File: src/rtl/uart_rx_ctrl.sv
// uart_rx_ctrl: drains UART receiver frames/breaks into a FIFO stream and applies config between frames.
// Define UART_RX_IDLE_TIMEOUT_EN to add the idle_chars input and a character-time idle interrupt.
module uart_rx_ctrl #(
    parameter int CLOCK_DIVISOR_WIDTH = 24,
    parameter int FIFO_DEPTH          = 16,
    parameter int FRAME_BITS_MAX      = 13
) (
    input  logic                           clk,
    input  logic                           rst_n,
    input  logic                           cfg_wr,
    input  logic [1:0]                     cfg_data_bits,
    input  logic                           cfg_has_parity,
    input  logic [1:0]                     cfg_parity_mode,
    input  logic                           cfg_extra_stop,
    input  logic [CLOCK_DIVISOR_WIDTH-1:0] cfg_divisor,
    output logic                           cfg_pending,
    input  logic                           rx_line,
    output logic [1:0]                     rx_data_bits,
    output logic                           rx_has_parity,
    output logic [1:0]                     rx_parity_mode,
    output logic                           rx_extra_stop,
    output logic [CLOCK_DIVISOR_WIDTH-1:0] rx_divisor,
    input  logic [8:0]                     rx_data,
    input  logic                           rx_data_received,
    input  logic                           rx_parity_error,
    input  logic                           rx_overflow,
    input  logic                           rx_break,
    output logic                           rx_receive_data,
    output logic                           m_valid,
    input  logic                           m_ready,
    output logic [11:0]                    m_data,
    output logic [$clog2(FIFO_DEPTH):0]    fifo_level,
    output logic                           overrun,
    input  logic                           overrun_clr,
`ifdef UART_RX_IDLE_TIMEOUT_EN
    input  logic [3:0]                     idle_chars,
`endif
    output logic                           irq
);
    localparam int AW = $clog2(FIFO_DEPTH);
    localparam int LW = AW + 1;
    localparam int BW = $clog2(FRAME_BITS_MAX + 1);
    localparam int CW = CLOCK_DIVISOR_WIDTH + 6;
    localparam logic [CW-1:0] CFG_RST = {2'd3, {(CW-2){1'b0}}};

    typedef enum logic {LINE_IDLE, LINE_BUSY} line_e;
    typedef enum logic [1:0] {CFG_IDLE, CFG_PENDING, CFG_APPLY} cfg_e;

    logic [1:0]                     sync_q;
    logic                           rx_s;
    line_e                          line_q, line_d;
    logic [CLOCK_DIVISOR_WIDTH-1:0] div_q, div_d;
    logic [BW-1:0]                  bit_q, bit_d;
    logic                           line_idle;
    cfg_e                           cfg_q, cfg_d;
    logic                           apply;
    logic [CW-1:0]                  sh_q, act_q;
    logic                           ack_q, brk_q, rcv_q, cap, push, pop, full, drop;
    logic [11:0]                    din, head_d, m_data_q;
    logic [11:0]                    mem [FIFO_DEPTH];
    logic [AW-1:0]                  wr_q, rd_q, rd_d;
    logic [LW-1:0]                  cnt_q, cnt_d;
    logic                           m_valid_q, overrun_q, overrun_d, irq_q, irq_d;

    assign rx_s = sync_q[1];
    assign {rx_data_bits, rx_has_parity, rx_parity_mode, rx_extra_stop, rx_divisor} = act_q;

    always_ff @(posedge clk or negedge rst_n) begin
        if (!rst_n) begin
            sync_q <= 2'b11;
            line_q <= LINE_IDLE;
            div_q  <= '0;
            bit_q  <= '0;
        end else begin
            sync_q <= {sync_q[0], rx_line};
            line_q <= line_d;
            div_q  <= div_d;
            bit_q  <= bit_d;
        end
    end

    // Bit-period timeout guards against a start edge that never yields a frame event
    always_comb begin
        line_d = line_q;
        div_d  = '0;
        bit_d  = '0;
        if (line_q == LINE_IDLE) begin
            line_d = rx_s ? LINE_IDLE : LINE_BUSY;
        end else if (cap || bit_q == BW'(FRAME_BITS_MAX)) begin
            line_d = LINE_IDLE;
        end else begin
            div_d = (div_q == rx_divisor) ? '0 : div_q + 1'b1;
            bit_d = (div_q == rx_divisor) ? bit_q + 1'b1 : bit_q;
        end
    end

    always_comb begin
        line_idle = line_q == LINE_IDLE;
    end

    always_ff @(posedge clk or negedge rst_n) begin
        if (!rst_n) begin
            cfg_q <= CFG_IDLE;
            sh_q  <= CFG_RST;
            act_q <= CFG_RST;
        end else begin
            cfg_q <= cfg_d;
            if (cfg_wr) sh_q <= {cfg_data_bits, cfg_has_parity, cfg_parity_mode, cfg_extra_stop, cfg_divisor};
            if (apply) act_q <= sh_q;
        end
    end

    always_comb begin
        cfg_d = cfg_q;
        if (cfg_q == CFG_PENDING) cfg_d = (line_idle && rx_s) ? CFG_APPLY : CFG_PENDING;
        else cfg_d = cfg_wr ? CFG_PENDING : CFG_IDLE;
    end

    always_comb begin
        cfg_pending = cfg_q == CFG_PENDING;
        apply       = cfg_q == CFG_APPLY;
    end

    // A break arriving with a frame is folded into that frame's entry
    assign cap       = ~ack_q & (rx_data_received | (rx_break & ~brk_q));
    assign din       = rx_data_received ? {rx_break, rx_overflow, rx_parity_error, rx_data} : 12'h800;
    assign pop       = m_valid_q & m_ready;
    assign full      = cnt_q == LW'(FIFO_DEPTH);
    assign push      = cap & (~full | pop);
    assign drop      = cap & ~push;
    assign cnt_d     = cnt_q + LW'(push) - LW'(pop);
    assign rd_d      = rd_q + AW'(pop);
    assign head_d    = (push && cnt_q == LW'(pop)) ? din : (cnt_d != '0 ? mem[rd_d] : m_data_q);
    assign overrun_d = drop | (overrun_q & ~overrun_clr);

    always_ff @(posedge clk) begin
        if (push) mem[wr_q] <= din;
    end

    always_ff @(posedge clk or negedge rst_n) begin
        if (!rst_n) begin
            ack_q     <= 1'b0;
            brk_q     <= 1'b0;
            rcv_q     <= 1'b0;
            wr_q      <= '0;
            rd_q      <= '0;
            cnt_q     <= '0;
            m_valid_q <= 1'b0;
            m_data_q  <= '0;
            overrun_q <= 1'b0;
            irq_q     <= 1'b0;
        end else begin
            ack_q     <= cap | (ack_q & (rx_data_received | rx_break));
            brk_q     <= rx_break;
            rcv_q     <= cap;
            wr_q      <= wr_q + AW'(push);
            rd_q      <= rd_d;
            cnt_q     <= cnt_d;
            m_valid_q <= cnt_d != '0;
            m_data_q  <= head_d;
            overrun_q <= overrun_d;
            irq_q     <= irq_d;
        end
    end

`ifdef UART_RX_IDLE_TIMEOUT_EN
    logic [CLOCK_DIVISOR_WIDTH-1:0] idiv_q, idiv_d;
    logic [BW-1:0]                  ibit_q, ibit_d;
    logic [3:0]                     chr_q, chr_d;
    logic                           char_end;

    assign char_end = idiv_q == rx_divisor && ibit_q == BW'(FRAME_BITS_MAX - 1);

    // Counts whole character times of silence while data waits; saturates at the threshold
    always_comb begin
        idiv_d = '0;
        ibit_d = '0;
        chr_d  = '0;
        if (line_idle && cnt_q != '0 && !push && !pop) begin
            idiv_d = (idiv_q == rx_divisor) ? '0 : idiv_q + 1'b1;
            ibit_d = char_end ? '0 : (idiv_q == rx_divisor) ? ibit_q + 1'b1 : ibit_q;
            chr_d  = (char_end && chr_q < idle_chars) ? chr_q + 1'b1 : chr_q;
        end
    end

    always_ff @(posedge clk or negedge rst_n) begin
        if (!rst_n) begin
            idiv_q <= '0;
            ibit_q <= '0;
            chr_q  <= '0;
        end else begin
            idiv_q <= idiv_d;
            ibit_q <= ibit_d;
            chr_q  <= chr_d;
        end
    end

    assign irq_d = overrun_d | (cnt_d >= LW'(FIFO_DEPTH / 2)) | (idle_chars != 4'd0 && chr_d == idle_chars);
`else
    assign irq_d = (cnt_d != '0) | overrun_d;
`endif

    assign rx_receive_data = rcv_q;
    assign m_valid         = m_valid_q;
    assign m_data          = m_data_q;
    assign fifo_level      = cnt_q;
    assign overrun         = overrun_q;
    assign irq             = irq_q;
endmodule

File: config.mk
export PLATFORM = sky130hd
export DESIGN_NAME = uart_rx_ctrl
export DESIGN_NICKNAME = d
export VERILOG_FILES = /design/src/rtl/uart_rx_ctrl.sv
export SDC_FILE = /design/constraint.sdc
export NUM_CORES = 1
export LEC_CHECK = 0
export BUFFER_PORTS_ARGS = -buffer_cell sky130_fd_sc_hd__buf_4
export CAP_MARGIN = 20
export CORE_AREA = 2 2 157 159
export DETAILED_ROUTE_END_ITERATION = 10
export DIE_AREA = 0 0 159 161
export PLACE_DENSITY = 0.78
export SYNTH_ARGS = -nofsm -noshare
export SYNTH_HDL_FRONTEND = slang
export SYNTH_SLANG_ARGS = --single-unit
File: constraint.sdc
create_clock -name clk -period 3.35 [get_ports clk]
set_input_delay 0.5025 -clock clk [delete_from_list [all_inputs] [get_ports clk]]
set_output_delay 0.5025 -clock clk [all_outputs]
set_load 0.03 [all_outputs]
# Yosys cells after proc, flatten, opt, wreduce, memory -nomap -nowiden
# Memories as Yosys holds them, arrays and structs flattened.
# Index checks and enable logic that the tools add are counted.
[word_totals]
regBits = 124
latch_bits = 0
ram_bits = 192
rom_bits = 0
inputBits = 49
wordCells = 72
memories = 1
[classes]
n_addsub = 6
n_mul = 0
n_div = 0
order_cmp = 0
eq_ne = 7
n_shift = 0
mux = 17
n_bitwise = 19
reduce_logical = 5
[memory_table]
columns = ["memory", "words", "word_bits", "read_ports", "rd_clocked_by_memory_dff", "wr", "line_no", "text"]
rows = [
  ["mem", 16, 12, 1, 0, 1, "60", "logic [11:0] mem [FIFO_DEPTH];"],
]
[op_table]
columns = ["op", "n"]
rows = [
  ["$mux 24", 3],
  ["$mux 12", 3],
  ["$add 24x1->24 const B", 1],
  ["$eq 24x24->1", 1],
  ["$mux 4", 3],
  ["$add 4x1->4", 2],
  ["$and 1x1->1", 7],
  ["$mux 1", 6],
  ["$not 1->1", 6],
  ["$or 1x1->1", 6],
  ["$add 5x1->5", 1],
  ["$eq 5x1->1", 1],
  ["$eq 5x5->1 const B", 1],
  ["$reduce_bool 5->1", 1],
  ["$sub 5x1->5", 1],
  ["$add 4x1->4 const B", 1],
  ["$eq 4x4->1 const B", 1],
  ["$mux 2", 2],
  ["$ne 3x1->1 const B", 1],
  ["$eq 2x1->1 const B", 1],
  ["$eq 2x2->1 const B", 1],
  ["$logic_and 1x1->1", 2],
  ["$reduce_bool 2->1", 1],
  ["$logic_or 1x1->1", 1],
]

# Longest topological paths before layout
# Gate-level depths: netlist (run 1).
[logic_depth]
ltp_word = 10
depth_mapped = 17

# Worst setup path before layout (run 1)
# OpenSTA, ideal clock, no wires.
[synth_path]
kind = "register to register"
startpoint = "register cnt_q[2] (netlist: fifo_level[2])"
endpoint = "register m_data_q[2] (netlist: m_data[2])"
setup_ns = 0.082
arrival_time_ns = 3.187
slack_ns = 0.081
path_stages_with_launch = 17
cell_sequence = "dfrtp_1 -> inv_1 -> ha_1 -> nand2_1 -> nor3b_1 -> a21oi_1 -> nand2_1 -> nand2_1 -> ha_1 -> inv_1 -> fa_1 -> nand2b_1 -> a21oi_1 -> xnor2_1 -> nor3b_2 -> or4_1 -> a31oi_1"
[synth_between]
elab_chain_cells = 8
word_cells_on_any_way = 11
[synth_rtl]
columns = ["item", "line_no", "text"]
rows = [
  ["start, declared", "62", "logic [LW-1:0] cnt_q, cnt_d;"],
  ["start signal, assigned", "158", "cnt_q <= cnt_d;"],
  ["$eq 5x5->1", "128", "assign full = cnt_q == LW'(FIFO_DEPTH);"],
  ["$not 1->1", "129", "assign push = cap & (~full | pop);"],
  ["$or 1x1->1", "129", ""],
  ["$and 1x1->1", "129", ""],
  ["$add 5x1->5 *", "131", "assign cnt_d = cnt_q + LW'(push) - LW'(pop);"],
  ["$sub 5x1->5 *", "131", ""],
  ["via cnt_d[4]", "62", ""],
  ["$reduce_bool 5->1 *", "133", "assign head_d = (push && cnt_q == LW'(pop)) ? din : (cnt_d != '0 ? mem[rd_d] : m_data_q);"],
  ["$reduce_bool 2->1 (no line) *", "-", ""],
  ["end signal, assigned", "149", "m_data_q <= '0;"],
  ["end signal, assigned", "160", "m_data_q <= head_d;"],
  ["end, declared", "59", "logic [11:0] din, head_d, m_data_q;"],
]
# Mark *: on every way through the listed nets, which the timed path passes. The rest lies on a longest branch.
# A chain may end at the register's enable or synchronous reset.

# Worst setup path after layout (run 1)
[layout_path]
startpoint = "register brk_q"
endpoint = "register m_data_q[9] (netlist: m_data[9])"
[layout_between]
elab_chain_cells = 9
word_cells_on_any_way = 11
[layout_rtl]
columns = ["item", "line_no", "text"]
rows = [
  ["start, declared", "58", "logic ack_q, brk_q, rcv_q, cap, push, pop, full, drop;"],
  ["start signal, assigned", "154", "brk_q <= rx_break;"],
  ["$not 1->1", "125", "assign cap = ~ack_q & (rx_data_received | (rx_break & ~brk_q));"],
  ["$and 1x1->1", "125", ""],
  ["$or 1x1->1", "125", ""],
  ["$and 1x1->1", "125", ""],
  ["$and 1x1->1", "129", ""],
  ["$add 5x1->5", "131", ""],
  ["$sub 5x1->5", "131", ""],
  ["via cnt_d[4]", "62", ""],
  ["$reduce_bool 5->1", "133", ""],
  ["$reduce_bool 2->1 (no line)", "-", ""],
]
# The timed path passes the listed nets, and every way through them passes these cells.

==> reports/summary.log, run 1 <==
[synth] number of cells produced by synthesis 774
[synth] synthesis warning total 0
[flow_run] max-cap violations 0
[power_and_ir_drop] proportion of power drawn by the clock network 24.5%
[clocking] clock slew at the register clock pins of the worst setup and hold paths 0.06 ns
[run_status] run status finished, final reports clean
[grt] aggregate global-route resource usage 20.69%
[power_and_ir_drop] Design Power 14.00 mW
[hold_path] Hold WC Path Type input pin to asynchronous set/reset pin
[drt] DRC violation count after routing 0
[synth] EDFF count, synth 192
[floorplan] die footprint 0.02560 mm²
[final_layout] fraction of layout cells with a size suffix above 1 34.00%
[power_and_ir_drop] sequential group share of total power 36.5%
[synth] fraction of post-synthesis cell area in the top cell type by area 44.72%
[power_and_ir_drop] switching share of power 33.78%
[worst_setup_path] arrival time at the worst endpoint 3.69 ns
[synth] total standard cell area after synthesis 0.01289 mm²
[clocking] root cell of the clock tree sky130_fd_sc_hd__clkbuf_16
[final_layout] Final nets 981
[synth] main area contributors after synthesis sky130_fd_sc_hd__edfxtp_1, sky130_fd_sc_hd__dfrtp_1, sky130_fd_sc_hd__mux4_2
[synth] portion of netlist area occupied by mux cells 14.46%
[place] placed instance area 0.01418 mm²
[clocking] count of H-tree levels built during CTS 2
[grt] number of global-route vias before repair 7328
[timing] final setup violation count 0
[grt] total grt overflow 0
[power_and_ir_drop] LEAKAGE 5.882 nW
[synth] sequential area share after synthesis 68.85%
[synth] number of distinct standard cells referenced by the synthesized netlist 55
[power_and_ir_drop] share of power burned in combinational logic 39.0%
[synth] simple-gate area share of the yosys netlist 6.930%
[place] Final Wtd Congestion 0.8014
[power_and_ir_drop] PwrDens 912.4 mW/mm²
[clocking] TritonCTS clock tree built
[timing] worst-case headroom to the max-slew limit 47.01%
[timing] Final Critical Period 3.308 ns
[synth] number of register bits inferred by synthesis 316
[final_layout] layout overhead on the synthesized area 19.02%
[synth] asr flop ratio synth 39.24%
[timing] Slew Limit Fails 0
[clocking] total CTS buffers 34
[timing] actual transition at the worst max-transition pin 0.7929 ns
[final_layout] final antenna diode count 0
[floorplan] horizontal die dimension 159 µm
[synth] most numerous cell types in the synthesized netlist sky130_fd_sc_hd__edfxtp_1, sky130_fd_sc_hd__dfrtp_1, sky130_fd_sc_hd__mux2_2, sky130_fd_sc_hd__nor2_1, sky130_fd_sc_hd__mux4_2
[floorplan] placeable core area 0.02396 mm²
[timing] part of the cycle the worst path needs 98.76%
[synth] share of the synthesized area in compound gates (AO/OA/AOI/OAI) 2.553%
[floorplan] floorplan die height 161 µm
[place] hpwl dp 16970 µm
[worst_setup_path] Worst Setup End Kind flop
[drt] number of violations reported at the end of detailed-routing iteration 0 663
[final_layout] final cell count without fillers 1268
[worst_setup_path] critical path peak fanout 7
[worst_setup_path] Worst Setup Start Kind flop
[drt] aggregate routed wire length 26410 µm
[power_and_ir_drop] Internal Power 9.270 mW
[place] count of input and output buffers 100
[power_and_ir_drop] largest voltage drop on the vdd net 0.5112 mV
[drt] antenna violation net count after detailed routing 0
[synth] largest family of logic cells by synthesized area multiplexers
[place] number of cells after detailed placement 1200
[timing] setup TNS 0 ns
[grt] initial antenna violation count 0
[synth] mean post-synth cell area 16.66 µm²
[synth] Most used DFF post-synth sky130_fd_sc_hd__edfxtp_1
[drt] via count 7125
[synth] Post-Syn Nets 836
[grt] pin count of the biggest net entering global routing 56
[synth] library cell with the highest instance count after synthesis sky130_fd_sc_hd__edfxtp_1
[grt] first-pass GRT wire length 40900 µm
[clocking] clock sink count 316
[floorplan] Rows 57
[floorplan] IO Count 101
[synth] cell accounting for the most synthesized area sky130_fd_sc_hd__edfxtp_1
[timing] Layout Skew 0.02171 ns
[worst_setup_path] FF-to-FF setup slack 0.04 ns
[timing] number of failing hold endpoints at the final stage 0
[clocking] Bufs on Longest Clock Path 3
[drt] average via count per standard cell 5.619
[floorplan] effective utilization at floorplan 53.80%
[worst_setup_path] startpoint-to-endpoint class of the critical path flop to flop
[final_layout] post-route design area 0.01534 mm²
[worst_setup_path] CP Data Required Time 3.73 ns
[drt] number of search-and-repair iterations in the first detailed-routing pass 5
[power_and_ir_drop] total net switching power 4.728 mW
[drt] mean routed wirelength per cell 20.83 µm
[clocking] Worst-Skew Late Latency 0.52 ns
[timing] top achievable clock speed 0.3023 GHz
[synth] area share of fa/ha/maj cells after synthesis 1.320%
[synth] area share of xor/xnor cells in the synthesized design 3.863%
==> sequential cells by signal (all words and copies together), names as in the netlist, 2 cells and up <==
signal and flops:
rd_q 4, m_data 12, act_q 30, wr_q 4, fifo_level 5, div_q 24, cfg_q 2, sync_q 2
sh_q 30, mem 192, bit_q 4
==> layer usage <==
layer | up-vias | routed length (µm) | global-route usage [%]
met2 | 229 | 13560 | 35.99
met5 | - | 0 | 0
met1 | 3643 | 10730 | 27.27
met4 | 0 | 706 | 6.653
li1 | 3200 | - | -
met3 | 53 | 1418 | 3.005
==> cells by family after synthesis <==
| group | count (synthesis) |
|---|---|
| multiplexers | 118 |
| AO/OA/AOI/OAI | 47 |
| buffers and inverters | 47 |
| XOR/XNOR | 56 |
| AND/OR/NAND/NOR | 177 |
| adder cells (fa/ha/maj) | 13 |
| flip-flops | 316 |
==> cell type report <==
class | instances | area, µm²
timing repair buffer | 142 | 1162
fill | 1693 | 8620
sequential | 316 | 8876
multi-input combinational | 411 | 3826
clock buffer | 46 | 927.1
inverter | 14 | 52.55
clock inverter | 15 | 93.84
tap | 324 | 405.4
==> worst max-delay path, cell delays in order (launching register included) <==
cell and delay [ns]:
sky130_fd_sc_hd__dfrtp_1 0.35, sky130_fd_sc_hd__inv_1 0.06, sky130_fd_sc_hd__a21oi_1 0.06, sky130_fd_sc_hd__or2_1 0.29, sky130_fd_sc_hd__a21oi_1 0.19, sky130_fd_sc_hd__nand2_1 0.11, sky130_fd_sc_hd__nand2_2 0.12, sky130_fd_sc_hd__ha_4 0.14
sky130_fd_sc_hd__inv_1 0.05, sky130_fd_sc_hd__fa_2 0.35, sky130_fd_sc_hd__nand2b_1 0.17, sky130_fd_sc_hd__a21oi_2 0.19, sky130_fd_sc_hd__xnor2_2 0.12, sky130_fd_sc_hd__nor3b_4 0.54, sky130_fd_sc_hd__clkbuf_16 0.27, sky130_fd_sc_hd__a211o_1 0.10
sky130_fd_sc_hd__a31oi_1 0.08
==> path summary, 6_finish.rpt <==
check | cells after the start | startpoint | endpoint
min in group clk | 1 | rx_line | sync_q[0]
min reg2reg | 0 | sync_q[0] | sync_q[1]
max in group asynchronous | 2 | rst_n | div_q[6]
min | 1 | rst_n | act_q[22]
max reg2reg | 16 | brk_q | m_data[9]
max | 16 | brk_q | m_data[9]
==> power by group through the flow <==
stage	Clock [mW]	Combinational [mW]	Sequential, mW
after detailed placement	0	5.24	5.18
after global routing	3.65	5.80	5.17
after global placement	0	5.12	5.17
after floorplan	0	3.14	5.63
final	3.43	5.46	5.11
after CTS	3.49	5.28	5.12
==> cell usage in the layout, fill, tap and decap left out, types with 3 or more instances in the layout <==
| cell type | instances |
|---|---|
| sky130_fd_sc_hd__inv_1 | 14 |
| sky130_fd_sc_hd__o21ai_0 | 4 |
| sky130_fd_sc_hd__a31oi_1 | 11 |
| sky130_fd_sc_hd__clkinv_2 | 4 |
| sky130_fd_sc_hd__clkbuf_1 | 10 |
| sky130_fd_sc_hd__mux2i_1 | 10 |
| sky130_fd_sc_hd__nor3_1 | 7 |
| sky130_fd_sc_hd__dfrtp_1 | 118 |
| sky130_fd_sc_hd__nor2_1 | 55 |
| sky130_fd_sc_hd__ha_1 | 9 |
| sky130_fd_sc_hd__edfxtp_1 | 192 |
| sky130_fd_sc_hd__nand2_1 | 29 |
| sky130_fd_sc_hd__mux4_2 | 46 |
| sky130_fd_sc_hd__nand4_1 | 6 |
| sky130_fd_sc_hd__buf_12 | 4 |
| sky130_fd_sc_hd__buf_4 | 134 |
| sky130_fd_sc_hd__xnor2_1 | 24 |
| sky130_fd_sc_hd__nor3_2 | 3 |
| sky130_fd_sc_hd__nand2b_1 | 5 |
| sky130_fd_sc_hd__clkinv_1 | 6 |
| sky130_fd_sc_hd__and3_1 | 4 |
| sky130_fd_sc_hd__dfstp_2 | 6 |
| sky130_fd_sc_hd__nand3_1 | 21 |
| sky130_fd_sc_hd__a211o_1 | 10 |
| sky130_fd_sc_hd__xor2_1 | 29 |
| sky130_fd_sc_hd__mux2_2 | 60 |
| sky130_fd_sc_hd__a21oi_1 | 5 |
| sky130_fd_sc_hd__clkbuf_16 | 37 |
| sky130_fd_sc_hd__nor4_1 | 4 |
| sky130_fd_sc_hd__inv_6 | 4 |
| sky130_fd_sc_hd__and2_1 | 19 |
| sky130_fd_sc_hd__a211oi_1 | 10 |
==> timing repair <==
item	in CTS	in global routing
hold buffers	0	0
resized for setup	0	10
endpoints found under the setup margin	0	12
setup buffers	0	4
==> stage by stage <==
| stage | utilization, % | setup WS, ns | hold WS (ns) |
|---|---|---|---|
| floorplan | - | 0.08060 | 0.2069 |
| global placement | 59.19 | 0.1480 | 0.3485 |
| detailed placement | 59.19 | -0.03361 | 0.3509 |
| CTS | 63.45 | 0.01137 | 0.05125 |
| global route | 64.03 | -0.1016 | 0.09571 |
| finish | 64.03 | 0.04160 | 0.03420 |
No activity file was read; power rests on OpenSTA's default activity.
==> inputs of run 2 (changes only) <==
Settings changed: BUFFER_PORTS_ARGS -buffer_cell sky130_fd_sc_hd__buf_4 to -buffer_cell sky130_fd_sc_hd__buf_2, CORE_AREA 2 2 157 159 to 2 2 133 187, DIE_AREA 0 0 159 161 to 0 0 135 189.
==> run 2 against run 1 <==
Fmax up 6.0%. Critical path depth did not move. Core utilization fell by 1.2 points. Worst hold slack better by 0.012 ns. Largest power group unchanged. Highest routed layer unchanged.
==> reports/summary.log, run 2 (synthesis results as in run 1) <==
[grt] total grt overflow 0 [unchanged]
[floorplan] floorplan die height 189 µm [was 161 µm]
[floorplan] die footprint 0.02552 mm² [was 0.02560 mm²]
[final_layout] leading cell type in the layout, fill and taps excluded sky130_fd_sc_hd__edfxtp_1 [unchanged]
[timing] final setup violation count 0 [unchanged]
[worst_setup_path] series of cell instances along the critical path inv_1 -> ha_1 -> nand2_1 -> nor3b_1 -> a21oi_1 -> nand2_1 -> nand2_1 -> ha_1 -> inv_1 -> fa_1 -> nand2b_1 -> a21oi_2 -> xnor2_2 -> nor3b_4 -> or4_1 -> a31oi_1 [was inv_1 -> a21oi_1 -> or2_1 -> a21oi_1 -> nand2_1 -> nand2_2 -> ha_4 -> inv_1 -> fa_2 -> nand2b_1 -> a21oi_2 -> xnor2_2 -> nor3b_4 -> clkbuf_16 -> a211o_1 -> a31oi_1]
[final_layout] fill cell total of the finished layout 1673 [was 1693]
[worst_setup_path] cell depth of the worst setup path 16 [unchanged]
[worst_setup_path] count of buffer and inverter cells on the critical path 2 [was 3]
[flow_run] max-cap violations 0 [unchanged]
[final_layout] fraction of layout cells with a size suffix above 1 33.86% [was 34.00%]
[timing] top achievable clock speed 0.3204 GHz [was 0.3023 GHz]
[grt] number of global-route vias before repair 7467 [was 7328]
[clocking] Bufs on Longest Clock Path 3 [unchanged]
[grt] global routing met3 resource utilization 3.320% [was 3.005%]
[grt] pin count of the biggest net entering global routing 57 [was 56]
[clocking] Setup Fix Bufs, Post-CTS 0 [unchanged]
[timing] number of failing hold endpoints at the final stage 0 [unchanged]
[grt] aggregate global-route resource usage 21.36% [was 20.69%]
[final_layout] post-route design area 0.01496 mm² [was 0.01534 mm²]
[floorplan] IO Count 101 [unchanged]
[worst_setup_path] family of cells with the greatest summed delay on the critical path simple AND/OR/NAND/NOR gates [unchanged]
[timing] Slew Limit Fails 0 [unchanged]
[drt] DRC violation count after routing 0 [unchanged]
[drt] mean routed wirelength per cell 21.27 µm [was 20.83 µm]
[grt] global-route met1 utilization 26.05% [was 27.27%]
[place] Final Wtd Congestion 0.8522 [was 0.8014]
[final_layout] flip-flop count of the largest register, all copies and words added 192 [unchanged]
[floorplan] effective utilization at floorplan 54.15% [was 53.80%]
[clocking] TritonCTS clock tree built [unchanged]
[place] placed instance area 0.01401 mm² [was 0.01418 mm²]
[final_layout] Core Util, Final 62.84% [was 64.03%]
[grt] initial antenna violation count 0 [unchanged]
[worst_setup_path] critical path peak fanout 4 [was 7]
[clocking] total CTS buffers 31 [was 34]
[power_and_ir_drop] PwrDens 893.6 mW/mm² [was 912.4 mW/mm²]
[grt] first-pass GRT wire length 41560 µm [was 40900 µm]
[clocking] root cell of the clock tree sky130_fd_sc_hd__clkbuf_16 [unchanged]
[place] hpwl dp 18070 µm [was 16970 µm]
[timing] post-route worst setup slack 0.2289 ns [was 0.04160 ns]
[grt] global-route met2 utilization 38.40% [was 35.99%]
[floorplan] horizontal die dimension 135 µm [was 159 µm]
[power_and_ir_drop] largest voltage drop on the vdd net 0.5686 mV [was 0.5112 mV]
[grt] most used routing layer met2 [unchanged]
[worst_setup_path] master of the slowest instance on the critical path sky130_fd_sc_hd__or4_1 [was sky130_fd_sc_hd__nor3b_4]
[drt] number of search-and-repair iterations in the first detailed-routing pass 5 [unchanged]
[worst_setup_path] Worst Setup End Kind flop [unchanged]
[final_layout] top register by number of flip-flops mem [unchanged]
[clocking] Worst-Skew Late Latency 0.56 ns [was 0.52 ns]
[timing] Final Critical Period 3.121 ns [was 3.308 ns]
[worst_setup_path] CP dominant cell by count sky130_fd_sc_hd__nand2_1
[worst_setup_path] CP Data Required Time 3.83 ns [was 3.73 ns]
[timing] Layout Skew 0.01934 ns [was 0.02171 ns]
[power_and_ir_drop] LEAKAGE 5.769 nW [was 5.882 nW]
[timing] worst-case headroom to the max-slew limit 48.00% [was 47.01%]
[clocking] clock sink count 316 [unchanged]
[floorplan] Rows 67 [was 57]
[final_layout] final cell count without fillers 1255 [was 1268]
[drt] aggregate routed wire length 26690 µm [was 26410 µm]
[worst_setup_path] worst stage delay on the critical path 0.52 ns [was 0.54 ns]
[drt] number of violations reported at the end of detailed-routing iteration 0 479 [was 663]
[run_status] run status finished, final reports clean [unchanged]
[drt] average via count per standard cell 5.734 [was 5.619]
[worst_setup_path] arrival time at the worst endpoint 3.60 ns [was 3.69 ns]
[timing] actual transition at the worst max-transition pin 0.7782 ns [was 0.7929 ns]
[place] number of cells after detailed placement 1196 [was 1200]
[floorplan] placeable core area 0.02381 mm² [was 0.02396 mm²]
[hold_path] Worst Hold Depth 1
[worst_setup_path] Worst Setup Start Kind flop [unchanged]
[worst_setup_path] worst r2r path cells 16 [unchanged]
[final_layout] registers with the most flip-flops mem (192), act_q (30), sh_q (30) [unchanged]
[clocking] count of H-tree levels built during CTS 1 [was 2]
[final_layout] Final nets 982 [was 981]
[hold_path] Hold WC Path Type input pin to flop [was input pin to asynchronous set/reset pin]
[drt] antenna violation net count after detailed routing 0 [unchanged]
[place] pre-CTS WS 0.1137 ns [was -0.03361 ns]
[final_layout] layout overhead on the synthesized area 16.05% [was 19.02%]
[worst_setup_path] startpoint-to-endpoint class of the critical path flop to flop [unchanged]
[timing] part of the cycle the worst path needs 93.17% [was 98.76%]
[final_layout] top library cells by usage in the layout, fill and taps aside sky130_fd_sc_hd__edfxtp_1, sky130_fd_sc_hd__dfrtp_1, sky130_fd_sc_hd__buf_2 [was sky130_fd_sc_hd__edfxtp_1, sky130_fd_sc_hd__buf_4, sky130_fd_sc_hd__dfrtp_1]
[place] count of input and output buffers 100 [unchanged]
[final_layout] final antenna diode count 0 [unchanged]
[clocking] clock slew at the register clock pins of the worst setup and hold paths 0.06 ns [about the same]
[drt] via count 7196 [was 7125]
run 2: cell types whose count changed in the layout (fill, tap and decap cells not counted), moves of 2 or more:
cell / before / now
sky130_fd_sc_hd__clkbuf_8: 1 / 3
sky130_fd_sc_hd__clkinv_2: 4 / 8
sky130_fd_sc_hd__inv_6: 4 / 1
sky130_fd_sc_hd__buf_4: 134 / 42
sky130_fd_sc_hd__clkinv_1: 6 / 2
sky130_fd_sc_hd__buf_2: 0 / 99
sky130_fd_sc_hd__clkbuf_16: 37 / 31
sky130_fd_sc_hd__clkbuf_1: 10 / 12
run 2: power breakdown:
part | total, mW | leakage [nW] | switching [mW] | internal (mW)
sequential | 5.10 | 3.26 | 0.416 | 4.69
clock | 3.16 | 0.457 | 1.38 | 1.77
combinational | 5.11 | 2.05 | 2.75 | 2.36
run 2: area by class of cell:
type	count	area, µm²	share of cell area [%]
Multi-Input combinational cell	411	3817	25.52
Inverter	14	52.55	0.3513
Clock inverter	12	63.81	0.4265
Sequential cell	316	8876	59.33
Timing Repair Buffer	146	900.9	6.022
Tap cell	310	387.9	2.593
Clock buffer	46	862.1	5.762
run 2: path summary, 6_finish.rpt:
kind	start	end	slack, ns
worst max-delay path	fifo_level[2]	m_data[2]	0.23
worst min-delay path	rx_line	sync_q[0]	0.05
worst max register to register	fifo_level[2]	m_data[2]	0.23
worst min register to register	sync_q[0]	sync_q[1]	0.36
max in group asynchronous	rst_n	sh_q[11]	2.08
min in group asynchronous	rst_n	sh_q[23]	0.40
run 2: repair_timing:
| action | in CTS | in global routing |
|---|---|---|
| setup endpoints to repair | 0 | 2 |
| hold buffers | 1 | 0 |
| resized for setup | 0 | 2 |
| hold endpoints to repair | 22 | 0 |
run 2: layer usage:
| metal | part of all wire, % | wire [µm] | vias to the layer above |
|---|---|---|---|
| li1 | - | - | 3208 |
| met1 | 38 | 10210 | 3689 |
| met2 | 53 | 14080 | 247 |
| met3 | 5.8 | 1550 | 52 |
| met4 | 3.2 | 848 | 0 |
| met5 | 0 | 0 | - |
run 2: per-stage QoR:
| stage | power (mW) | setup TNS [ns] | hold WS [ns] |
|---|---|---|---|
| 2_1_floorplan | 8.771 | 0 | 0.2069 |
| 6_report | 13.37 | 0 | 0.04616 |
| 5_1_grt | 14.03 | -0.05476 | 0.02285 |
| 4_1_cts | 13.45 | 0 | 0.02714 |
| 3_5_place_dp | 10.28 | 0 | 0.3537 |
| 3_3_place_gp | 10.16 | 0 | 0.3502 |
